===== src/rtl/jk_pkg.sv =====
// -----------------------------------------------------------------------------
// jk_pkg
// Shared definitions for the JK-flip-flop based synchronous counter.
//   jk_code_t      : JK excitation code, packed as {j,k}
//   jk_next_exc()  : per-bit excitation selection (reset > load > count > hold)
//   jk_terminal()  : terminal-count decode for the current count and controls
//   jk_apply()     : JK flip-flop characteristic equation
// -----------------------------------------------------------------------------
package jk_pkg;

  // Excitation codes, bit 1 = j, bit 0 = k.
  typedef enum logic [1:0] {
    JK_HOLD   = 2'b00,
    JK_RESET  = 2'b01,
    JK_SET    = 2'b10,
    JK_TOGGLE = 2'b11
  } jk_code_t;

  // Excitation for one bit. ones_below/zeros_below tell whether every
  // lower-order bit is 1 (resp. 0); for bit 0 both are tied high so the
  // least significant bit toggles on every counting edge.
  function automatic jk_code_t jk_next_exc(
    input logic rst,
    input logic load,
    input logic en,
    input logic up,
    input logic d_bit,
    input logic ones_below,
    input logic zeros_below
  );
    jk_code_t code;
    code = JK_HOLD;
    if (rst) begin
      code = JK_RESET;
    end else if (load) begin
      code = d_bit ? JK_SET : JK_RESET;
    end else if (en) begin
      if (up) begin
        code = ones_below ? JK_TOGGLE : JK_HOLD;
      end else begin
        code = zeros_below ? JK_TOGGLE : JK_HOLD;
      end
    end else begin
      code = JK_HOLD;
    end
    return code;
  endfunction

  // Terminal count: high only when the next counting edge wraps around.
  function automatic logic jk_terminal(
    input logic rst,
    input logic load,
    input logic en,
    input logic up,
    input logic all_ones,
    input logic all_zeros
  );
    return en & ~load & ~rst & ((up & all_ones) | (~up & all_zeros));
  endfunction

  // Next flip-flop state for a given excitation and present state.
  function automatic logic jk_apply(input jk_code_t code, input logic cur);
    logic nxt;
    case (code)
      JK_HOLD:   nxt = cur;
      JK_RESET:  nxt = 1'b0;
      JK_SET:    nxt = 1'b1;
      JK_TOGGLE: nxt = ~cur;
      default:   nxt = cur;
    endcase
    return nxt;
  endfunction

endpackage


===== src/rtl/jk_ff.sv =====
// -----------------------------------------------------------------------------
// jk_ff
// Single rising-edge JK flip-flop. No reset path of its own: clearing is done
// by driving the JK_RESET excitation from the surrounding logic.
//   j, k : excitation inputs
//   clk  : rising-edge clock
//   q    : stored bit
// -----------------------------------------------------------------------------
module jk_ff
  import jk_pkg::*;
(
  input  logic j,
  input  logic k,
  input  logic clk,
  output logic q
);

  logic q_q;
  logic q_d;

  // Next state from the JK characteristic equation.
  always_comb begin
    q_d = jk_apply(jk_code_t'({j, k}), q_q);
  end

  // State register.
  always_ff @(posedge clk) begin
    q_q <= q_d;
  end

  assign q = q_q;

endmodule


===== src/rtl/jk_sync_counter.sv =====
// -----------------------------------------------------------------------------
// jk_sync_counter
// Synchronous up/down counter with parallel load, built from WIDTH JK
// flip-flops. The only storage is the jk_ff bank; all excitation and the
// terminal-count output are combinational from q and the inputs.
//   WIDTH : counter width (2..16)
//   clk   : rising-edge clock
//   rst   : synchronous active-high clear (highest priority)
//   en    : count enable
//   up    : 1 = increment, 0 = decrement
//   load  : synchronous parallel load of d (beats en)
//   d     : parallel-load value
//   q     : current count, straight from the flip-flop outputs
//   tc    : terminal count, high in the cycle before a wrap
// -----------------------------------------------------------------------------
module jk_sync_counter
  import jk_pkg::*;
#(
  parameter int WIDTH = 4
) (
  input  logic             clk,
  input  logic             rst,
  input  logic             en,
  input  logic             up,
  input  logic             load,
  input  logic [WIDTH-1:0] d,
  output logic [WIDTH-1:0] q,
  output logic             tc
);

  logic [WIDTH-1:0] q_ff;
  logic [WIDTH-1:0] ones_below;
  logic [WIDTH-1:0] zeros_below;
  jk_code_t         exc [WIDTH];

  // Prefix AND of the lower-order bits: a bit toggles when counting up
  // only if everything below it is 1, and counting down if everything is 0.
  always_comb begin : prefix_calc
    logic all1;
    logic all0;
    all1        = 1'b1;
    all0        = 1'b1;
    ones_below  = '0;
    zeros_below = '0;
    for (int i = 0; i < WIDTH; i++) begin
      ones_below[i]  = all1;
      zeros_below[i] = all0;
      all1 = all1 & q_ff[i];
      all0 = all0 & ~q_ff[i];
    end
  end

  // Per-bit excitation selection.
  always_comb begin
    for (int i = 0; i < WIDTH; i++) begin
      exc[i] = jk_next_exc(rst, load, en, up, d[i], ones_below[i], zeros_below[i]);
    end
  end

  for (genvar g = 0; g < WIDTH; g++) begin : g_bit
    jk_ff u_ff (
      .j   (exc[g][1]),
      .k   (exc[g][0]),
      .clk (clk),
      .q   (q_ff[g])
    );
  end

  assign q  = q_ff;
  assign tc = jk_terminal(rst, load, en, up, &q_ff, ~|q_ff);

endmodule


===== config.mk =====
export PLATFORM = sky130hd
export DESIGN_NAME = jk_sync_counter
export DESIGN_NICKNAME = d
export VERILOG_FILES = /design/src/rtl/jk_pkg.sv /design/src/rtl/jk_ff.sv /design/src/rtl/jk_sync_counter.sv
export SDC_FILE = /design/constraint.sdc
export NUM_CORES = 1
export LEC_CHECK = 0
export BUFFER_PORTS_ARGS = -buffer_cell sky130_fd_sc_hd__buf_2
export CORE_AREA = 2 2 39 41
export CTS_CLUSTER_DIAMETER = 150
export CTS_CLUSTER_SIZE = 24
export DETAILED_ROUTE_END_ITERATION = 12
export DIE_AREA = 0 0 41 43
export PLACE_DENSITY = 0.46
export SETUP_SLACK_MARGIN = 0.2
export SLEW_MARGIN = 20
export SYNTH_ARGS = -nofsm -noshare
export SYNTH_HDL_FRONTEND = slang
export SYNTH_SLANG_ARGS = --single-unit

===== constraint.sdc =====
create_clock -name clk -period 1.7 [get_ports clk]
set_input_delay 0.255 -clock clk [delete_from_list [all_inputs] [get_ports clk]]
set_output_delay 0.255 -clock clk [all_outputs]
set_load 0.05 [all_outputs]

Word-level counts from Yosys, hierarchy flattened
Cells that the tools add are included.
{ "op_classes": {"n_eq_ne": 12, "muxes": 29, "bitwise_logic": 17, "n_reduce_logical": 7} }
{ "op_table": {"columns": ["operator", "n"], "rows": [
  ["two-way mux 2 bit", 25],
  ["equality test 2 bit (second input constant)", 8],
  ["one-hot mux 1 bit (3 select lines)", 4],
  ["AND 1 bit", 9],
  ["equality test 2 x 1 -> 1 bit (second input constant)", 4],
  ["logical NOT 2 bit", 4],
  ["NOT 1 bit", 7],
  ["AND reduction 4 bit", 1],
  ["OR reduction 4 bit", 1],
  ["logical NOT 1 bit", 1],
  ["OR 1 bit", 1]
]} }
{ "totals": {"regBits": 4, "input_bits": 9, "output_inout_bits": 5} }

Depth between registers and ports, before layout
Gate-level depths: netlist (run 1).
{ "depth": {"depth_word": 10, "mapped_depth": 4, "depth_no_buf": 3} }

By module
From an unflattened synthesis (run 1), not the netlist that was laid out.
{ "unflattened": {"cells_unflattened": 45, "area_unflattened_um2": 359.1} }
{ "modules_own_cells": {"columns": ["module", "instances", "cells_per_inst", "area_per_inst_um2"], "rows": [
  ["jk_sync_counter", 1, 33, 183.9],
  ["jk_ff", 4, 3, 43.8]
]} }

Worst setup path after synthesis (run 1)
No wires, ideal clock.
{ "synth_timing": {"kind": "register to output", "from": "register g_bit[0].u_ff.q_q", "to": "output tc", "arrival_ns": 1.550, "t_required_ns": 1.445, "setup_slack_ns": -0.105, "stages_incl_launch_ff": 4, "n_path_buf": 0, "cell_sequence": "edfxtp_1 -> nor4_2 -> mux2i_1 -> nor2_1"} }
{ "synth_via": {"elab_chain_len": 5, "elab_cells_between_ends": 7, "cone_classes": "bitwise (4); reduce/logical (3)"} }
{ "synth_lines": {"columns": ["element", "line", "source"], "rows": [
  ["start, declared", "jk_ff.sv:18", "logic q_q;"],
  ["start signal, assigned", "jk_ff.sv:28", "q_q <= q_d;"],
  ["OR reduction 4 bit", "jk_sync_counter.sv:70", "assign tc = jk_terminal(rst, load, en, up, &q_ff, ~|q_ff);"],
  ["logical NOT 1 bit", "jk_sync_counter.sv:70", null],
  ["AND 1 bit", "jk_pkg.sv:58", "return en & ~load & ~rst & ((up & all_ones) | (~up & all_zeros));"],
  ["OR 1 bit (*)", "jk_pkg.sv:58", null],
  ["AND 1 bit (*)", "jk_pkg.sv:58", null],
  ["end, declared", "jk_sync_counter.sv:28", "output logic tc"]
]} }
Every way passes the cells marked *; elsewhere a longest branch is shown, timed or not.

Worst setup path after layout (run 1)
{ "layout_timing": {"from": "register g_bit[2].u_ff.q_q", "to": "output tc"} }
{ "layout_via": {"elab_chain_len": 5, "elab_cells_between_ends": 7, "cone_classes": "bitwise (4); reduce/logical (3)"} }
{ "layout_lines": {"columns": ["element", "line"], "rows": [
  ["start, declared", "jk_ff.sv:18"],
  ["start signal, assigned", "jk_ff.sv:28"],
  ["OR reduction 4 bit", "jk_sync_counter.sv:70"],
  ["logical NOT 1 bit", "jk_sync_counter.sv:70"],
  ["AND 1 bit", "jk_pkg.sv:58"],
  ["OR 1 bit (*)", "jk_pkg.sv:58"],
  ["AND 1 bit (*)", "jk_pkg.sv:58"]
]} }
Marked as above.

==> flow_summary_export.csv, run 1 <==
group,metric,value,unit
floorplanning,start_util,23.7,%
synth,synth_compound_area_share,16.4,%
global_routing,grt_first_pass_wirelength,1240,µm
synth,synth_area_leaders,"edfxtp_1 (37%), buf_4 (9.2%), nand2_1 (8.0%)",
clocking,cts_buffers,3,
timing,hold_violations,0,
route,viasPerCell,4.66,
timing,tightest_slew,0.247,ns
critical_path,crit_required,1.44,ns
pwr,comb_power_share,33.5,%
placed_design,dp.cells,64,
worst_hold_path,hold_class,"in -> reg",
synth,synth_top_family_by_area,"simple AND/OR/NAND/NOR gates",
cells_and_area,fin_cells,71,
synth,muxShareOfSynthArea,3.05,%
synth,syn_avg_cell_area,8.86,µm²
synth,synth_largest_area_cell,"edfxtp_1",
timing,final-setup-viol-count,0,
critical_path,cp-end-kind,"output pin",
critical_path,worst-path-max-fanout,4,
global_routing,use_met1,13.6,%
synth,synthSimpleGateAreaFrac,30.5,%
timing,rsz0062_at_grt,"true",
timing,layout_min_cycle_time,1.64,ns
synth,ys.warnings.count,0,
critical_path,criticalPathCategory,"reg -> out",
pwr,switching_share,32.2,%
cells_and_area,diodes,0,
cells_and_area,finalNetCount,66,
floorplanning,fp.dieArea,0.00176,mm²
pwr,internal-power,0.249,mW
cells_and_area,area_growth,48.1,%
pwr,p_total,0.367,mW
pwr,p_leak,0.210,nW
cells_and_area,fillers,148,
global_routing,grt_use_met3,7.85,%
timing,finClkSkew,0.00217,ns
synth,synth.yosys.seq_area_share,36.6,%
global_routing,gr-max-usage-layer,"met2",
pwr,switchingPower,0.118,mW
clocking,cts_sinks,4,
pwr,seqPwrFrac,35.8,%
route,vias,331,
synth,synth_top_area_share,36.6,%
critical_path,critical_path_arrival,1.38,ns
synth,synth_xor_area_share,2.67,%
clocking,clockBufferDepth,2,
cells_and_area,drive_gt1_share,52.7,%
clocking,cts_tree,"built",
synth,postSynthCellCount,37,
clocking,clkTransAtPathRegs,0.03,ns
timing,fmax,0.611,GHz
route,antenna_left,0,
route,drcViolationCount,0,
placed_design,dp_hpwl,547,µm
global_routing,grt_util_all_layers,10.9,%
synth,synth_seq_cells,4,
placed_design,port_buffers,13,
clocking,cts_max_level,1,
route,wire_per_inst,10.4,µm
pwr,p_clk_share,30.7,%
timing,slew_viol_final,0,
synth,synth_adder_area_share,0,%
global_routing,grt_remaining_overflow,0,
route,dr.pass1.iters,2,
cells_and_area,largest_reg_flops,4,
route,drt-initial-drc-count,3,
floorplanning,pin_count,14,
synth,netlist_area,328,µm²
floorplanning,die_x,41,µm
floorplanning,rows,14,
pwr,ir_drop,0.430,mV
job,cap_viol_max_count,0,
clocking,clkLatencyLatePin,0.23,ns
floorplanning,die_y,43,µm
global_routing,met2_usage,14.1,%
cells_and_area,final_area,485,µm²
timing,finalCritPeriodShare,96.3,%
clocking,hold_buffers,0,
placed_design,dpl_cell_area,408,µm²
global_routing,grt_max_degree,9,
run_status,status,"completed",
global_routing,antenna_found_initial,0,
clocking,ctsRootBufferMaster,"clkbuf_4",
pwr,power_density,755,mW/mm²
synth,synth_nets,46,
route,wirelength,739,µm
global_routing,grt_pass1_vias,291,
placed_design,gp_congestion,0.685,
timing,relSlewSlack,83.4,%
critical_path,startpoint_type,"register",
floorplanning,core,0.00138,mm²
synth,synth_cell_types,20,
-- logic make-up (layout without fill, tap and decap cells) --
family	count (synthesis)	in the layout
xor gates and xnor gates	1	1
DFF	4	4
buffers and inverters	5	23
and+or+nand+nor	19	19
muxes	1	1
AOI/OAI and AO/OA	7	7
-- synth_stat cells (all sizes together) --
| cell type | n |
|---|---|
| nand2 | 7 |
| buf | 5 |
| edfxtp | 4 |
| nor2 | 4 |
| o21ai | 3 |
| a21oi | 1 |
| a22oi | 1 |
| and3 | 1 |
| and4 | 1 |
| mux2i | 1 |
| nand3 | 1 |
| nand3b | 1 |
| nor3 | 1 |
| nor3b | 1 |
| nor4 | 1 |
| o22ai | 1 |
| o41ai | 1 |
| or3 | 1 |
| xnor2 | 1 |
-- worst max-delay path: stages (launching register included) --
cell,delay (ns)
edfxtp_1,0.44
nor4_4,0.32
mux2i_2,0.13
nor2_4,0.10
buf_6,0.16
-- cell usage in the layout, fill, tap and decap left out --
cell type | Yosys | routed
nor3_1 | 1 | 1
nand2_1 | 7 | 7
nand3b_1 | 1 | 1
o22ai_1 | 1 | 1
a22oi_1 | 1 | 1
clkbuf_4 | 0 | 3
nor2_4 | 0 | 1
edfxtp_1 | 4 | 4
mux2i_2 | 0 | 1
and4_4 | 0 | 1
or3_1 | 1 | 1
buf_4 | 4 | 6
and3_1 | 1 | 1
xnor2_1 | 1 | 1
o21ai_1 | 3 | 3
nor2_1 | 4 | 3
nand3_1 | 1 | 1
nor4_4 | 0 | 1
buf_6 | 0 | 2
nor3b_1 | 1 | 1
o41ai_2 | 1 | 1
buf_2 | 1 | 12
a21oi_2 | 1 | 1
-- routing by layer --
metal | up-vias | wire length, µm
met5 | - | 0
met4 | 0 | 0
met3 | 0 | 52
met2 | 11 | 355
met1 | 149 | 331
li1 | 171 | -
-- layout make-up --
type | instances | area (µm²) | area share (%)
timing repair buffer | 20 | 128 | 26.3
clock buffer | 3 | 22.5 | 4.64
tap | 16 | 20.0 | 4.12
multi-input combinational | 28 | 195 | 40.2
sequential | 4 | 120 | 24.7
-- final timing paths --
kind / startpoint / end / slack [ns] / cells past startpoint
setup / recovery: g_bit[2].u_ff.q$_DFFE_PP_ / tc / 0.06 / 4
hold / removal: d[2] / g_bit[2].u_ff.q$_DFFE_PP_ / 0.34 / 3
setup reg to reg: g_bit[0].u_ff.q$_DFFE_PP_ / g_bit[2].u_ff.q$_DFFE_PP_ / 0.30 / 5
hold reg to reg: g_bit[3].u_ff.q$_DFFE_PP_ / g_bit[3].u_ff.q$_DFFE_PP_ / 0.77 / 3
-- per-stage QoR --
step	TNS (ns)	setup WS, ns	util [%]	hold WS (ns)
finish	0	0.0636	35.1	0.341
global route	-0.00615	-0.00615	35.1	0.346
CTS	0	0.0341	34.0	0.337
detailed placement	0	0.156	29.5	0.577
global placement	0	0.162	29.5	0.576
floorplan	0	0.220	-	0.437
-- timing repair --
item	4_1_cts	5_1_grt
pin swaps	0	1
resized for setup	6	0
setup endpoints to repair	1	1
buffers inserted	2	2
-- power groups by stage --
stage          logic, mW  registers (mW)  clock network [mW]
6_report           0.123           0.131               0.113
5_1_grt            0.132           0.133               0.125
4_1_cts            0.116           0.132               0.120
3_5_place_dp       0.102           0.131                   0
3_3_place_gp       0.103           0.131                   0
2_1_floorplan     0.0786           0.131                   0
Power figures use the tool's default switching activity.
==> run 2: changes to the inputs <==
--- a/config.mk
+++ b/config.mk
@@ -11,7 +11,7 @@
 export CTS_CLUSTER_SIZE = 24
 export DETAILED_ROUTE_END_ITERATION = 12
 export DIE_AREA = 0 0 41 43
-export PLACE_DENSITY = 0.46
+export PLACE_DENSITY = 0.47
 export SETUP_SLACK_MARGIN = 0.2
 export SLEW_MARGIN = 20
 export SYNTH_ARGS = -nofsm -noshare
==> constraint.sdc (replaced) <==
create_clock -name clk -period 1.37 [get_ports clk]
set_input_delay 0.2055 -clock clk [delete_from_list [all_inputs] [get_ports clk]]
set_output_delay 0.2055 -clock clk [all_outputs]
set_load 0.05 [all_outputs]
==> run 2 against run 1 <==
  * The flow now finishes with violations (setup timing)
  * Critical path type unchanged
  * Global-route usage is 1.9 points higher
  * First-iteration DRC count is 33% higher
  * Critical endpoint unchanged
  * Total power is 47% higher
  * Via count is 16% higher
==> flow_summary_export.csv, run 2 (synthesized netlist as in run 1, its figures left out) <==
group,metric,value,unit
clocking,ctsRootBufferMaster,"clkbuf_4",
route,dr.pass1.iters,4,
clocking,hold_buffers,0,
cells_and_area,fillers,140,
pwr,ir_drop,0.371,mV
route,viasPerCell,4.91,
timing,hold_violations,0,
floorplanning,fp.dieArea,0.00176,mm²
clocking,clkTransAtPathRegs,0.04,ns
global_routing,grt_remaining_overflow,0,
critical_path,crit_required,1.16,ns
cells_and_area,diodes,0,
job,cap_viol_max_count,0,
clocking,clkLatencyLatePin,0.23,ns
critical_path,path_buf_inv,1,
floorplanning,start_util,23.7,%
clocking,cts_sinks,4,
pwr,switching_share,32.7,%
pwr,internal-power,0.363,mW
placed_design,dpl_cell_area,453,µm²
run_status,status,"finished with violations",
critical_path,rrSetupSlack,-0.02,ns
timing,layout_min_cycle_time,1.59,ns
critical_path,worst-path-max-fanout,3,
pwr,p_leak,0.269,nW
critical_path,cp-end-kind,"output pin",
timing,final-setup-viol-count,2,
clocking,cts_max_level,1,
timing,fmax,0.627,GHz
placed_design,dp.cells,70,
cells_and_area,finalNetCount,73,
route,drcViolationCount,0,
global_routing,grt_max_degree,9,
timing,tightest_slew,0.258,ns
critical_path,startpoint_type,"register",
run_status,violations,"setup timing",
critical_path,crit_chain,"nor4_4 > mux2i_1 > nor2_4 > buf_8",
critical_path,critical_path_arrival,1.39,ns
route,vias,383,
critical_path,crit_slowest_cell,"edfxtp_1",
timing,slew_viol_final,0,
timing,relSlewSlack,82.3,%
timing,finalWorstSetupSlack,-0.224,ns
route,drt-initial-drc-count,4,
route,antenna_left,0,
global_routing,grt_first_pass_wirelength,1480,µm
cells_and_area,final_common_cell,"buf_2",
clocking,cts_buffers,3,
pwr,comb_power_share,43.0,%
floorplanning,pin_count,14,
global_routing,grt_util_all_layers,12.8,%
cells_and_area,drive_gt1_share,64.5,%
clocking,cts_tree,"built",
timing,rsz0062_at_grt,"true",
cells_and_area,fin_cells,78,
pwr,power_density,846,mW/mm²
pwr,switchingPower,0.176,mW
floorplanning,die_y,43,µm
pwr,seqPwrFrac,30.2,%
global_routing,antenna_found_initial,0,
placed_design,port_buffers,13,
critical_path,criticalPathCategory,"reg -> out",
cells_and_area,area_growth,94.7,%
pwr,p_total,0.540,mW
timing,finClkSkew,0.00143,ns
clocking,clockBufferDepth,2,
cells_and_area,largest_reg_flops,4,
global_routing,grt_pass1_vias,365,
floorplanning,core,0.00138,mm²
critical_path,max_stage_delay,0.44,ns
route,wire_per_inst,12.2,µm
pwr,p_clk_share,26.8,%
cells_and_area,fin_util,46.1,%
floorplanning,die_x,41,µm
timing,finalCritPeriodShare,116,%
cells_and_area,final_cell_mix,"buf_2 (9), buf_4 (8), nand2_1 (7), buf_6 (6)",
cells_and_area,final_area,638,µm²
worst_hold_path,hold_class,"in -> reg",
critical_path,path_delay_family,"flip-flops",
floorplanning,rows,14,
placed_design,dp_hpwl,645,µm
placed_design,gp_congestion,0.757,
route,wirelength,955,µm
## run 2: cell count changes in the layout (fill, tap and decap cells not counted), moves of 2 or more
cell | previous run | this run
buf_2 | 12 | 9
buf_4 | 6 | 8
buf_6 | 2 | 6
buf_8 | 0 | 4
o21ai_1 | 3 | 0
o21ai_2 | 0 | 2
## run 2: cell type report
cell class	instances	area, µm²	share of cell area (%)
Multi-Input combinational cell	28	243	38.0
Timing Repair Buffer	27	233	36.5
Sequential cell	4	120	18.8
Tap cell	16	20.0	3.14
Clock buffer	3	22.5	3.53
## run 2: metal layers
layer | global-route usage [%] | share of wire, % | vias to the layer above
met1 | 12.4 | 37 | 181
met3 | 2.09 | 5.9 | 4
met4 | 10.0 | 1.5 | 0
met2 | 21.9 | 55 | 16
li1 | - | - | 182
met5 | 0 | 0 | -
## run 2: path summary, 6_finish.rpt
| check | startpoint | to | depth (start not counted) |
|---|---|---|---|
| setup / recovery | g_bit[2].u_ff.q$_DFFE_PP_ | tc | 4 |
| setup reg to reg | g_bit[2].u_ff.q$_DFFE_PP_ | g_bit[3].u_ff.q$_DFFE_PP_ | 5 |
| hold / removal | d[2] | g_bit[2].u_ff.q$_DFFE_PP_ | 3 |
| hold reg to reg | g_bit[3].u_ff.q$_DFFE_PP_ | g_bit[3].u_ff.q$_DFFE_PP_ | 3 |
## run 2: tightest hold or removal path: cells and delay by family
kind | cells | cell delay, ns
buf+inv | 1 | 0.08
compound gates | 1 | 0.05
simple gates | 1 | 0.07
## run 2: power groups by stage
stage / clock, mW / combinational (mW) / sequential, mW
after floorplan: 0 / 0.0975 / 0.163
after global placement: 0 / 0.146 / 0.160
after detailed placement: 0 / 0.146 / 0.162
after CTS: 0.151 / 0.208 / 0.163
after global routing: 0.154 / 0.247 / 0.165
final: 0.145 / 0.232 / 0.163
## run 2: stage by stage
stage	hold WS (ns)	setup slack (ns)	TNS [ns]
6_report	0.282	-0.224	-0.241
3_5_place_dp	0.522	-0.0956	-0.0956
2_1_floorplan	0.388	-0.0604	-0.0604
4_1_cts	0.273	-0.235	-0.251
3_3_place_gp	0.519	-0.0205	-0.0205
5_1_grt	0.292	-0.312	-0.413
## run 2: what timing repair did
action,in CTS,in global routing
gates resized for setup,23,5
setup buffers,4,1
pin swaps,8,1
setup endpoints to repair,9,10
==> run 3: changes to the inputs <==
--- a/config.mk
+++ b/config.mk
@@ -5,8 +5,9 @@
 export SDC_FILE = /design/constraint.sdc
 export NUM_CORES = 1
 export LEC_CHECK = 0
-export BUFFER_PORTS_ARGS = -buffer_cell sky130_fd_sc_hd__buf_2
+export BUFFER_PORTS_ARGS = -buffer_cell sky130_fd_sc_hd__clkbuf_2
 export CORE_AREA = 2 2 39 41
+export CTS_BUF_LIST = sky130_fd_sc_hd__clkbuf_8
 export CTS_CLUSTER_DIAMETER = 150
 export CTS_CLUSTER_SIZE = 24
 export DETAILED_ROUTE_END_ITERATION = 12
==> run 3 against run 2 <==
  * The run still ends with setup timing left
  * Worst setup slack improved by 0.021 ns
  * Die area unchanged
  * Cell area rose by 3.5%
  * Global-route usage grew 0.18 points
  * Combinational power down 2%
  * Register-to-register slack worse by 0.05 ns
  * Critical path depth stayed put
  * Cell count rose by 1.3%
==> flow_summary_export.csv, run 3 (synthesized netlist as in run 1, its figures left out) <==
group,metric,value,unit
critical_path,criticalPathCategory,"reg -> out",
clocking,clkTransAtPathRegs,0.03,ns
worst_hold_path,whs_endpoint,"g_bit[2].u_ff.q$_DFFE_PP_",
cells_and_area,finalNetCount,74,
floorplanning,pin_count,14,
route,dr.pass1.iters,4,
placed_design,dp_hpwl,640,µm
critical_path,ff2ff_path_depth,6,
clocking,ctsRootBufferMaster,"clkbuf_8",
route,vias,370,
timing,finalWorstSetupSlack,-0.203,ns
clocking,hold_buffers,0,
worst_hold_path,worstHoldStart,"d[2]",
floorplanning,die_x,41,µm
global_routing,grt_max_degree,9,
route,antenna_left,0,
clocking,cts_buffers,3,
critical_path,r2r_start,"g_bit[1].u_ff.q$_DFFE_PP_",
clocking,cts_max_level,1,
worst_hold_path,hold-path-cell-count,3,
timing,rsz0062_at_grt,"true",
pwr,power_density,968,mW/mm²
timing,hold_violations,0,
clocking,clockBufferDepth,2,
timing,layout_min_cycle_time,1.57,ns
global_routing,antenna_found_initial,0,
timing,fmax,0.636,GHz
timing,slew_viol_final,0,
cells_and_area,area_growth,102,%
placed_design,dp.cells,70,
critical_path,startpoint_type,"register",
global_routing,grt_remaining_overflow,0,
run_status,violations,"setup timing",
route,wirelength,879,µm
floorplanning,start_util,23.7,%
critical_path,rrSetupSlack,-0.07,ns
critical_path,critical_path_arrival,1.37,ns
clocking,cts_sinks,4,
route,drt-initial-drc-count,3,
global_routing,grt_pass1_vias,343,
critical_path,crit_required,1.16,ns
clocking,clkLatencyLatePin,0.22,ns
cells_and_area,drive_gt1_share,69.8,%
cells_and_area,fin_cells,79,
timing,tightest_slew,0.274,ns
floorplanning,rows,14,
floorplanning,fp.dieArea,0.00176,mm²
placed_design,gp_congestion,0.761,
timing,finalCritPeriodShare,115,%
global_routing,grt_first_pass_wirelength,1480,µm
pwr,p_leak,0.282,nW
route,drcViolationCount,0,
timing,final-setup-viol-count,3,
floorplanning,die_y,43,µm
timing,finClkSkew,0.00113,ns
critical_path,worst-path-max-fanout,3,
critical_path,crit_path_start,"g_bit[0].u_ff.q$_DFFE_PP_",
cells_and_area,largest_reg_flops,4,
placed_design,port_buffers,13,
route,wire_per_inst,11.1,µm
run_status,status,"finished with violations",
critical_path,cp-end-kind,"output pin",
worst_hold_path,hold_class,"in -> reg",
clocking,cts_tree,"built",
job,cap_viol_max_count,0,
critical_path,r2r-end,"g_bit[2].u_ff.q$_DFFE_PP_",
floorplanning,core,0.00138,mm²
cells_and_area,diodes,0,
cells_and_area,final_cell_mix,"buf_4 (10), clkbuf_2 (9), nand2_1 (6), buf_6 (5)",
route,viasPerCell,4.68,
timing,relSlewSlack,81.8,%
pwr,ir_drop,0.341,mV
cells_and_area,final_common_cell,"buf_4",
global_routing,grt_util_all_layers,13.0,%
placed_design,pre_cts_ws,-0.100,ns
==> run 3: how the worst max path moves through the flow <==
stage	endpoint	slack [ns]
final	tc	-0.20
after detailed placement	tc	-0.10
after floorplan	tc	-0.06
after global routing	tc	-0.29
after CTS	tc	-0.28
after global placement	tc	-0.04
==> run 3: layout make-up <==
type                       count  area [µm²]
fill                         135         723
tap                           16        20.0
sequential                     4         120
timing repair buffer          28         235
multi-input combinational     28         244
clock buffer                   3        41.3
==> run 3: metrics by stage <==
| step | power [mW] | util [%] | TNS [ns] | instance area, µm² | hold WS [ns] |
|---|---|---|---|---|---|
| after global placement | 0.306 | 32.7 | -0.0381 | 453 | 0.522 |
| after CTS | 0.606 | 43.6 | -0.294 | 603 | 0.301 |
| after floorplan | 0.261 | - | -0.0604 | 335 | 0.388 |
| after global routing | 0.674 | 47.7 | -0.521 | 661 | 0.308 |
| final | 0.640 | 47.7 | -0.312 | 661 | 0.298 |
| after detailed placement | 0.307 | 32.7 | -0.100 | 453 | 0.522 |
==> run 3: power breakdown <==
group / internal (mW) / switching, mW
clock: 0.187 / 0.0609
sequential: 0.149 / 0.0144
combinational: 0.115 / 0.112
total: 0.452 / 0.188
==> run 3: timing repair <==
item                       4_1_cts  5_1_grt
pin swaps                       10        0
gates resized for setup         18       10
setup endpoints to repair        8        9
buffers inserted                 4        2
hold endpoints to repair         0        0
==> run 3: layer usage <==
metal	GRT usage [%]	vias to the layer above	wire, µm
li1	-	188	-
met1	15.6	161	365
met2	18.4	17	427
met3	3.66	4	58
met4	10.0	0	27
met5	0	-	0
==> run 3: worst max-delay path, cell delays in order (launching register included) <==
cell and delay [ns]:
edfxtp_1 0.42, nor4_4 0.33, mux2i_2 0.14, nor2_4 0.11, buf_8 0.15
